File: config.mk
export PLATFORM = sky130hd
export DESIGN_NAME = vga_timing_gen
export DESIGN_NICKNAME = d
export VERILOG_FILES = /design/src/rtl/vga_pkg.sv /design/src/rtl/vga_delay_line.sv /design/src/rtl/vga_timing_gen.sv
export SDC_FILE = /design/constraint.sdc
export NUM_CORES = 1
export LEC_CHECK = 0
export CAP_MARGIN = 15
export CORE_MARGIN = 3
export CORE_UTILIZATION = 30
export CTS_CLUSTER_SIZE = 24
export DETAILED_ROUTE_END_ITERATION = 16
export DONT_BUFFER_PORTS = 1
export GPL_ROUTABILITY_DRIVEN = 1
export PLACE_DENSITY = 0.48
export SYNTH_ARGS = -nofsm -noshare
export SYNTH_HDL_FRONTEND = slang
export SYNTH_SLANG_ARGS = --single-unit
File: constraint.sdc
create_clock -name clk -period 3.4 [get_ports clk]
set_clock_uncertainty 0.05 [all_clocks]
set_input_delay 0.51 -clock clk [delete_from_list [all_inputs] [get_ports clk]]
set_output_delay 0.51 -clock clk [all_outputs]
set_load 0.01 [all_outputs]
File: src/rtl/vga_pkg.sv
// rtl/vga_pkg.sv - VGA timing constant sets and RGB packing helpers
package vga_pkg;

  typedef struct packed {
    int unsigned h_active;
    int unsigned h_fp;
    int unsigned h_sync;
    int unsigned h_bp;
    int unsigned v_active;
    int unsigned v_fp;
    int unsigned v_sync;
    int unsigned v_bp;
    logic        hs_pol;
    logic        vs_pol;
  } vga_timing_t;

  localparam vga_timing_t VGA_800x600_72 = '{
    h_active: 800, h_fp: 56, h_sync: 120, h_bp: 64,
    v_active: 600, v_fp: 37, v_sync: 6,   v_bp: 23,
    hs_pol: 1'b1, vs_pol: 1'b1
  };

  localparam vga_timing_t VGA_640x480_60 = '{
    h_active: 640, h_fp: 16, h_sync: 96, h_bp: 48,
    v_active: 480, v_fp: 10, v_sync: 2,  v_bp: 33,
    hs_pol: 1'b0, vs_pol: 1'b0
  };

  // Framebuffer word layout is {b,g,r}, red in the low nibble.
  typedef struct packed {
    logic [3:0] b;
    logic [3:0] g;
    logic [3:0] r;
  } rgb444_t;

  function automatic rgb444_t pack_rgb444(input logic [3:0] rr, input logic [3:0] gg,
                                          input logic [3:0] bb);
    return '{b: bb, g: gg, r: rr};
  endfunction

  function automatic logic in_window(input logic [31:0] val, input logic [31:0] lo,
                                     input logic [31:0] len);
    return (val >= lo) && (val < lo + len);
  endfunction

endpackage

File: src/rtl/vga_delay_line.sv
// rtl/vga_delay_line.sv - ce-qualified shift register; DEPTH=0 is a plain wire
module vga_delay_line #(
  parameter int             W       = 3,
  parameter int             DEPTH   = 1,
  parameter logic [W-1:0]   RST_VAL = '0
) (
  input  logic         clk,
  input  logic         rst_n,
  input  logic         ce,
  input  logic [W-1:0] d,
  output logic [W-1:0] q
);

  generate
    if (DEPTH == 0) begin : g_bypass
      logic unused_ok;
      assign unused_ok = ^{clk, rst_n, ce, RST_VAL};
      assign q = d;
    end else begin : g_shift
      logic [W-1:0] stages [DEPTH];
      always_ff @(posedge clk or negedge rst_n) begin
        if (!rst_n) begin
          for (int i = 0; i < DEPTH; i++) stages[i] <= RST_VAL;
        end else if (ce) begin
          stages[0] <= d;
          for (int i = 1; i < DEPTH; i++) stages[i] <= stages[i-1];
        end
      end
      assign q = stages[DEPTH-1];
    end
  endgenerate

endmodule

File: src/rtl/vga_timing_gen.sv
// rtl/vga_timing_gen.sv - VGA raster counters, sync generation and latency-matched RGB gating
module vga_timing_gen
  import vga_pkg::*;
#(
  parameter int H_ACTIVE = 800,
  parameter int H_FP     = 56,
  parameter int H_SYNC   = 120,
  parameter int H_BP     = 64,
  parameter int V_ACTIVE = 600,
  parameter int V_FP     = 37,
  parameter int V_SYNC   = 6,
  parameter int V_BP     = 23,
  parameter bit HS_POL   = 1'b1,
  parameter bit VS_POL   = 1'b1,
  parameter int CNT_W    = 11,
  parameter int PIX_LAT  = 1,
  parameter int COLOR_W  = 4,
  parameter int FRAME_W  = 8
) (
  input  logic                 clk,
  input  logic                 rst_n,
  input  logic                 ce,
  output logic [CNT_W-1:0]     x,
  output logic [CNT_W-1:0]     y,
  output logic                 req_active,
  input  logic [3*COLOR_W-1:0] pix_data,
  output logic [COLOR_W-1:0]   r,
  output logic [COLOR_W-1:0]   g,
  output logic [COLOR_W-1:0]   b,
  output logic                 hsync,
  output logic                 vsync,
  output logic                 frame_start,
  output logic [FRAME_W-1:0]   frame_cnt
);

  localparam int H_TOTAL = H_ACTIVE + H_FP + H_SYNC + H_BP;
  localparam int V_TOTAL = V_ACTIVE + V_FP + V_SYNC + V_BP;

  logic [CNT_W-1:0] h_cnt, v_cnt;
  logic             h_last, v_last;
  logic             hs_raw, vs_raw;
  logic             dly_active, dly_hs, dly_vs;

  assign h_last = (h_cnt == CNT_W'(H_TOTAL - 1));
  assign v_last = (v_cnt == CNT_W'(V_TOTAL - 1));

  always_ff @(posedge clk or negedge rst_n) begin
    if (!rst_n) begin
      h_cnt     <= '0;
      v_cnt     <= '0;
      frame_cnt <= '0;
    end else if (ce) begin
      h_cnt <= h_last ? '0 : h_cnt + CNT_W'(1);
      if (h_last) begin
        v_cnt <= v_last ? '0 : v_cnt + CNT_W'(1);
        if (v_last) frame_cnt <= frame_cnt + FRAME_W'(1);
      end
    end
  end

  // Request stage is combinational so the memory address has no added latency.
  assign req_active  = (h_cnt < CNT_W'(H_ACTIVE)) && (v_cnt < CNT_W'(V_ACTIVE));
  assign x           = req_active ? h_cnt : '0;
  assign y           = req_active ? v_cnt : '0;
  assign frame_start = rst_n && ce && (h_cnt == '0) && (v_cnt == '0);

  assign hs_raw = in_window(32'(h_cnt), 32'(H_ACTIVE + H_FP), 32'(H_SYNC));
  assign vs_raw = in_window(32'(v_cnt), 32'(V_ACTIVE + V_FP), 32'(V_SYNC));

  vga_delay_line #(
    .W      (3),
    .DEPTH  (PIX_LAT),
    .RST_VAL(3'b000)
  ) u_dly (
    .clk  (clk),
    .rst_n(rst_n),
    .ce   (ce),
    .d    ({req_active, hs_raw, vs_raw}),
    .q    ({dly_active, dly_hs, dly_vs})
  );

  always_ff @(posedge clk or negedge rst_n) begin
    if (!rst_n) begin
      r     <= '0;
      g     <= '0;
      b     <= '0;
      hsync <= ~HS_POL;
      vsync <= ~VS_POL;
    end else if (ce) begin
      {b, g, r} <= dly_active ? pix_data : '0;
      hsync     <= dly_hs ^ ~HS_POL;
      vsync     <= dly_vs ^ ~VS_POL;
    end
  end

endmodule
# ---- Word-level counts from Yosys, hierarchy flattened
# Cells that the tools add are included.
dict set report totals {
  in_bits 15
  register_bits 47
}
dict set report classes {
  n_eq_ne 2
  reduce_logical 10
  magnitude_cmp 6
  mux 5
  n_addsub 3
}
# cell n
set ops {}
lappend ops {{$lt 11x10->1 const B} 4}
lappend ops {{$mux 11} 4}
lappend ops {{$add 11x1->11 const B} 2}
lappend ops {{$ge 11x10->1 const B} 2}
lappend ops {{$logic_not 11->1} 2}
lappend ops {{$mux 12} 1}
lappend ops {{$eq 11x10->1 const B} 1}
lappend ops {{$eq 11x11->1 const B} 1}
lappend ops {{$add 8x1->8 const B} 1}
lappend ops {{$logic_and 1x1->1} 6}
lappend ops {{$reduce_and 3->1} 1}
lappend ops {{$reduce_and 2->1} 1}

# ---- Longest topological paths before layout
# Gate-level depths: netlist (run 1).
dict set report logic_depth {
  ltp_word 3
  mapped_depth 7
  ltp_nobuf 6
}

# ---- Cells and area by module
# From an unflattened synthesis (run 1), not the netlist that was laid out.
dict set report hier_totals {
  cells_unflattened 266
  hier_area_um2 2568.7
}
# module cells_each seq_area_each_um2 area_each_um2 n_inst
set by_module_without_submodules {}
lappend by_module_without_submodules {vga_timing_gen 260 1101.1 2459.9 1}
lappend by_module_without_submodules {vga_delay_line 6 75.1 108.9 1}

# ---- Least setup slack after synthesis (run 1)
# OpenSTA, ideal clock, no wires.
dict set report synth_timing {
  path_type {flip-flop to output port}
  startpoint {register v_cnt[7]}
  endpoint {output port y[1]}
  setup_slack_ns 0.946
  stages_incl_launch_ff 7
  t_required_ns 2.840
  n_path_buf 2
  arrival_time_ns 1.894
  path_cell_list {dfrtp_1 clkbuf_1 nor2_1 o21ai_0 a2111oi_0 clkbuf_1 and2_1}
}
dict set report synth_via {
  elab_chain_cells 3
}
# element line
set synth_rtl {}
lappend synth_rtl {{start, declared} vga_timing_gen.sv:39} ;# logic [CNT_W-1:0] h_cnt, v_cnt;
lappend synth_rtl {{start signal, assigned} vga_timing_gen.sv:55} ;# v_cnt <= v_last ? '0 : v_cnt + CNT_W'(1);
lappend synth_rtl {{$lt 11x10->1} vga_timing_gen.sv:62} ;# assign req_active = (h_cnt < CNT_W'(H_ACTIVE)) && (v_cnt < CNT_W'(V_ACTIVE));
lappend synth_rtl {{$logic_and 1x1->1} vga_timing_gen.sv:62}
lappend synth_rtl {{named net req_active} vga_timing_gen.sv:25} ;# output logic req_active,
lappend synth_rtl {{$mux 11} vga_timing_gen.sv:64} ;# assign y = req_active ? v_cnt : '0;
lappend synth_rtl {{end, declared} vga_timing_gen.sv:24} ;# output logic [CNT_W-1:0] y,
# The timed path passes the listed nets, and every way through them passes these cells.

# ---- Final worst setup path (run 1)
dict set report layout_timing {
  startpoint {register v_cnt[7]}
  endpoint {output port x[0]}
}
dict set report layout_via {
  elab_chain_cells 3
}
# element line
set layout_rtl {}
lappend layout_rtl {{$lt 11x10->1} vga_timing_gen.sv:62}
lappend layout_rtl {{$logic_and 1x1->1} vga_timing_gen.sv:62}
lappend layout_rtl {{named net req_active} vga_timing_gen.sv:25}
lappend layout_rtl {{$mux 11} vga_timing_gen.sv:63} ;# assign x = req_active ? h_cnt : '0;
lappend layout_rtl {{end, declared} vga_timing_gen.sv:23} ;# output logic [CNT_W-1:0] x,
# The timed path passes the listed nets, and every way through them passes these cells.

==> impl_metrics.tcl, run 1 <==
set metrics [dict create \
    instances_no_fill 366 \
    num_rows 32 \
    cts_root_buf "clkbuf_8" \
    grtUsageTotal_pct 12.50 \
    avgSynthCellArea_um2 9.259 \
    rsz0062_at_grt "false" \
    yosys-top-cells-count "dfrtp_1 (47), nand3_1 (25), inv_1 (22), o21ai_0 (22), and2_1 (20)" \
    hpwlAfterDp_mm 3.949 \
    fp.coreArea_mm2 0.007888 \
    antenna_found_initial 0 \
    hold_violations 0 \
    rr_startpoint "h_cnt[4]$_DFFE_PN0P_" \
    area_delta_synth_final_pct 8.408 \
    die_w_um 97.29 \
    worst_slew_margin_rel_pct 56.87 \
    numCtsBuffers 5 \
    finalPower_w 0.001189 \
    worstMarginPinSlew_ps 641.0 \
    worstSetupStartpoint "v_cnt[7]$_DFFE_PN0P_" \
    io_buffers 0 \
    syn_area_mm2 0.002500 \
    via_per_inst 4.995 \
    peakVddDrop_mv 0.1614 \
    tns_ps 0 \
    cp_slowest_cell "dfrtp_1" \
    finalWorstSetupSlack_ps 736.3 \
    worstSetupStartpointType "register" \
    yosysTopAreaCellShare_pct 47.05 \
    htree_num_levels 2 \
    ys_top_cells_by_area "dfrtp_1 (47%), and2_1 (5.0%), nand3_1 (5.0%), o21ai_0 (4.4%), xor2_1 (3.9%)" \
    synthArstFlopShare_pct 100.0 \
    min_path_type "input port to register" \
    route.detailed.drc 0 \
    post-cts-setup-buffers 0 \
    wl_per_cell_um 15.58 \
    critPathRequiredTime_ps 2840 \
    min_period_ps 2664 \
    ant_nets 0 \
    synth_edf_count 0 \
    detailedRoute.firstIterationViolations 77 \
    critPathCaptureType "primary output" \
    clock_latency_ps 300 \
    synth.distinct_cells 40 \
    yosys_most_used_dff "dfrtp_1" \
    seq_area_frac_synth_pct 47.05 \
    path_cells "nor2_1, o21ai_0, a2111oi_2, buf_4, and2_1" \
    cts_tree "built" \
    routed_wl_mm 5.704 \
    floorplan.initialDensity_pct 31.69 \
    cp_num_buf_inv 1 \
    cpLargestDelayFamily "compound AO/OA/AOI/OAI gates" \
    status "finished, final reports clean" \
    path_max_fanout 11 \
    io_pins 61 \
    yosysMostFrequentCell "dfrtp_1" \
    synth_seq_cells 47 \
    power_leakage_nw 1.211 \
    final_core_utilization_pct 34.36 \
    synth_top_area_cell "dfrtp_1" \
    grt_overflow 0 \
    synth_cells 270 \
    place_congestion 0.8245 \
    cts_buffer_depth 2 \
    clock_sinks 47 \
    slowest_delay_ps 510 \
    post-route-period-util_pct 78.34 \
    path_class "register to primary output" \
    ys_warn_count 0 \
    max_freq_ghz 0.3754 \
    hold_start "ce" \
    clkTransAtPathRegs_ps 90 \
    vias 1828 \
    slew_violations 0 \
    die-area_mm2 0.009464 \
    setup_viol 0 \
    grt_pass1_vias 1863 \
    dp.cells 356 \
    power-per-cell-area_mw_per_mm2 438.6 \
    dr.pass1.iters 4 \
    antenna_cells 0 \
    grt_max_degree 48 \
    die_h_um 97.29 \
    arrival_ps 2100 \
    nets 284 \
    maxCapViolCount 0 \
    pre_cts_ws_ps 1080 \
    grt_first_pass_wirelength_mm 9.749 \
    layout-drive-gt1-share_pct 9.091 \
]
cell usage in the layout, fill, tap and decap left out, types with 3 or more instances in the layout:
| master | count |
|---|---|
| a21oi_1 | 8 |
| and2_1 | 20 |
| buf_4 | 3 |
| clkbuf_8 | 6 |
| dfrtp_1 | 47 |
| ha_1 | 6 |
| inv_1 | 22 |
| mux2_2 | 4 |
| nand2_1 | 15 |
| nand3_1 | 25 |
| nand4_1 | 8 |
| nor2_1 | 10 |
| nor3_1 | 13 |
| nor4_1 | 3 |
| o21ai_0 | 22 |
| xnor2_1 | 6 |
| xor2_1 | 11 |
state kept, by name, indices dropped and copies added, names as in the netlist:
signal	count
v_cnt	11
b	4
g	4
r	4
h_cnt	11
hsync	1
vsync	1
frame_cnt	8
u_dly.q	3
path summary, 6_finish.rpt:
| check | to | slack, ps | depth (start not counted) |
|---|---|---|---|
| max in group asynchronous | v_cnt[0]$_DFFE_PN0P_ | 2420 | 2 |
| min reg2reg | hsync$_DFFE_PN0P_ | 470 | 1 |
| max | x[0] | 740 | 5 |
| max reg2reg | v_cnt[10]$_DFFE_PN0P_ | 1080 | 4 |
| min | h_cnt[1]$_DFFE_PN0P_ | 250 | 1 |
| min in group asynchronous | r[1]$_DFFE_PN0P_ | 670 | 2 |
worst register-to-register path: stages, from the launching register on:
cell and delay, ps:
dfrtp_1 490, or4b_4 550, or3_4 430, or4_4 550
xnor2_2 140
routing by layer:
| layer | up-vias | track usage, % | share of wire (%) |
|---|---|---|---|
| li1 | 902 | - | - |
| met1 | 878 | 16.23 | 46 |
| met2 | 41 | 19.96 | 47 |
| met3 | 7 | 3.661 | 6.0 |
| met4 | 0 | 4.153 | 1.2 |
| met5 | - | 0 | 0 |
power breakdown:
part	switching [W]	leakage (nW)	total, W	internal, W
Sequential	0.0000776	0.595	0.000678	0.000600
Clock	0.000203	0.0474	0.000369	0.000166
Combinational	0.0000857	0.570	0.000142	0.0000563
area by class of cell:
cell class / count / area, um2
multi-input cells: 182 / 1165
clock inverters: 2 / 16.27
repair buffers: 5 / 60.06
flip-flops and latches: 47 / 1176
fillers: 784 / 5177
inverters: 22 / 82.58
well taps: 102 / 127.6
clock buffers: 6 / 82.58
repair_timing:
item,in CTS,in global routing
resized for setup,0,0
endpoints found under the hold margin,47,0
endpoints found under the setup margin,0,0
hold buffers,2,0
metrics by stage:
stage / hold WS (ps) / area [um2]
global placement: 165.4 / 2574
global route: 227.3 / 2710
finish: 247.6 / 2710
detailed placement: 165.6 / 2574
CTS: 236.2 / 2710
floorplan: 164.4 / 2504
cell families after synthesis:
group	synth area share, %
buf+inv	6.757
fa+ha+maj	3.003
compound gates	8.759
simple gates	25.08
mux	2.603
flops	47.05
xor+xnor	6.607
other cells	0.1500
No activity file was read; power rests on OpenSTA's default activity.
==> inputs of run 2 (changes only) <==
==> constraint.sdc (replaced) <==
create_clock -name clk -period 2.6 [get_ports clk]
set_clock_uncertainty 0.05 [all_clocks]
set_input_delay 0.39 -clock clk [delete_from_list [all_inputs] [get_ports clk]]
set_output_delay 0.39 -clock clk [all_outputs]
set_load 0.01 [all_outputs]
==> impl_metrics.tcl, run 2 (synthesis gave the netlist of run 1 again) <==
set metrics [dict create \
    power-per-cell-area_mw_per_mm2 555.9 \
    worstSetupStartpointType "register" \
    cts_tree "built" \
    fp.coreArea_mm2 0.007888 \
    pre_cts_ws_ps 292.4 \
    arrival_ps 1990 \
    path_class "register to primary output" \
    rsz0062_at_grt "false" \
    largest_registers "h_cnt: 11 flops, v_cnt: 11 flops, frame_cnt: 8 flops" \
    area_delta_synth_final_pct 9.760 \
    placedInstanceArea_mm2 0.002604 \
    max_freq_ghz 0.4120 \
    detailedRoute.firstIterationViolations 86 \
    nets 289 \
    wl_per_cell_um 15.09 \
    grtUsageTotal_pct 11.66 \
    layout-drive-gt1-share_pct 11.19 \
    setup_viol 0 \
    finalWorstSetupSlack_ps 172.9 \
    routed_wl_mm 5.583 \
    num_rows 32 \
    via_per_inst 4.995 \
    cts_buffer_depth 2 \
    status "finished, final reports clean" \
    die-area_mm2 0.009464 \
    clock_latency_ps 290 \
    numCtsBuffers 5 \
    antenna_found_initial 0 \
    path_max_fanout 12 \
    slew_violations 0 \
    grt_max_degree 48 \
    vias 1848 \
    grt_overflow 0 \
    place_congestion 0.7739 \
    hold_ws_ps 141.2 \
    critPathRequiredTime_ps 2160 \
    peakVddDrop_mv 0.2019 \
    min_period_ps 2427 \
    io_buffers 0 \
    final_cell_mix "dfrtp_1 (47), nand3_1 (25), inv_1 (22), o21ai_0 (22), and2_1 (20)" \
    antenna_cells 0 \
    grt_first_pass_wirelength_mm 9.025 \
    min_path_type "input port to register" \
    die_w_um 97.29 \
    die_h_um 97.29 \
    tns_ps 0 \
    final_core_utilization_pct 34.79 \
    htree_num_levels 2 \
    hpwlAfterDp_mm 3.885 \
    fin_area_mm2 0.002744 \
    post-route-period-util_pct 93.35 \
    final_common_cell "dfrtp_1" \
    hold_violations 0 \
    clock_sinks 47 \
    io_pins 61 \
    clkTransAtPathRegs_ps 80 \
    dr.pass1.iters 4 \
    critPathCaptureType "primary output" \
    floorplan.initialDensity_pct 31.69 \
    power_leakage_nw 1.238 \
    grt_pass1_vias 1737 \
    cts_root_buf "clkbuf_8" \
    maxCapViolCount 0 \
    route.detailed.drc 0 \
    ant_nets 0 \
]
==> run 2: power breakdown <==
group,total (W),switching (W),leakage (nW),internal [W]
clock,0.000444,0.000235,0.0470,0.000209
sequential,0.000869,0.0000844,0.595,0.000785
combinational,0.000212,0.000128,0.596,0.0000840
==> run 2: per-stage QoR <==
stage | std cells | power (W)
2_1_floorplan | 271 | 0.001031
3_3_place_gp | 360 | 0.001076
3_5_place_dp | 360 | 0.001075
4_1_cts | 369 | 0.001551
5_1_grt | 370 | 0.001624
6_report | 370 | 0.001525
==> run 2: worst paths after layout <==
check / startpoint / end / slack (ps) / depth (start not counted)
min in group asynchronous: rst_n / h_cnt[2]$_DFFE_PN0P_ / 560 / 2
min reg2reg: u_dly.q[1]$_DFFE_PN0P_ / hsync$_DFFE_PN0P_ / 480 / 1
max: v_cnt[8]$_DFFE_PN0P_ / x[8] / 170 / 5
min: ce / h_cnt[1]$_DFFE_PN0P_ / 140 / 1
max in group asynchronous: rst_n / v_cnt[3]$_DFFE_PN0P_ / 1730 / 2
max reg2reg: h_cnt[9]$_DFFE_PN0P_ / v_cnt[10]$_DFFE_PN0P_ / 290 / 4
==> run 2: cell type report <==
cell class	count	area, um2
clock inverters	1	5.005
inverters	22	82.58
well taps	102	127.6
clock buffers	6	82.58
fillers	790	5144
flip-flops and latches	47	1176
repair buffers	10	97.59
multi-input cells	182	1172
==> run 2: repair_timing <==
item,CTS,global route
hold buffers,2,0
gates resized for setup,0,2
setup buffers,0,1
hold endpoints to repair,47,0
endpoints found under the setup margin,0,8
==> run 2: worst max-delay path, stage by stage (launching register included) <==
cell and delay (ps):
dfrtp_1 480, nor2_2 160, o21ai_0 160, a2111oi_2 430, buf_4 240, and2_1 230
==> run 2: layer usage <==
| layer | part of all wire [%] | track usage, % | routed length (um) |
|---|---|---|---|
| met1 | 45 | 15.04 | 2511 |
| met2 | 46 | 18.26 | 2591 |
| met3 | 6.2 | 3.159 | 345 |
| met4 | 2.4 | 5.218 | 135 |
| met5 | 0 | 0 | 0 |
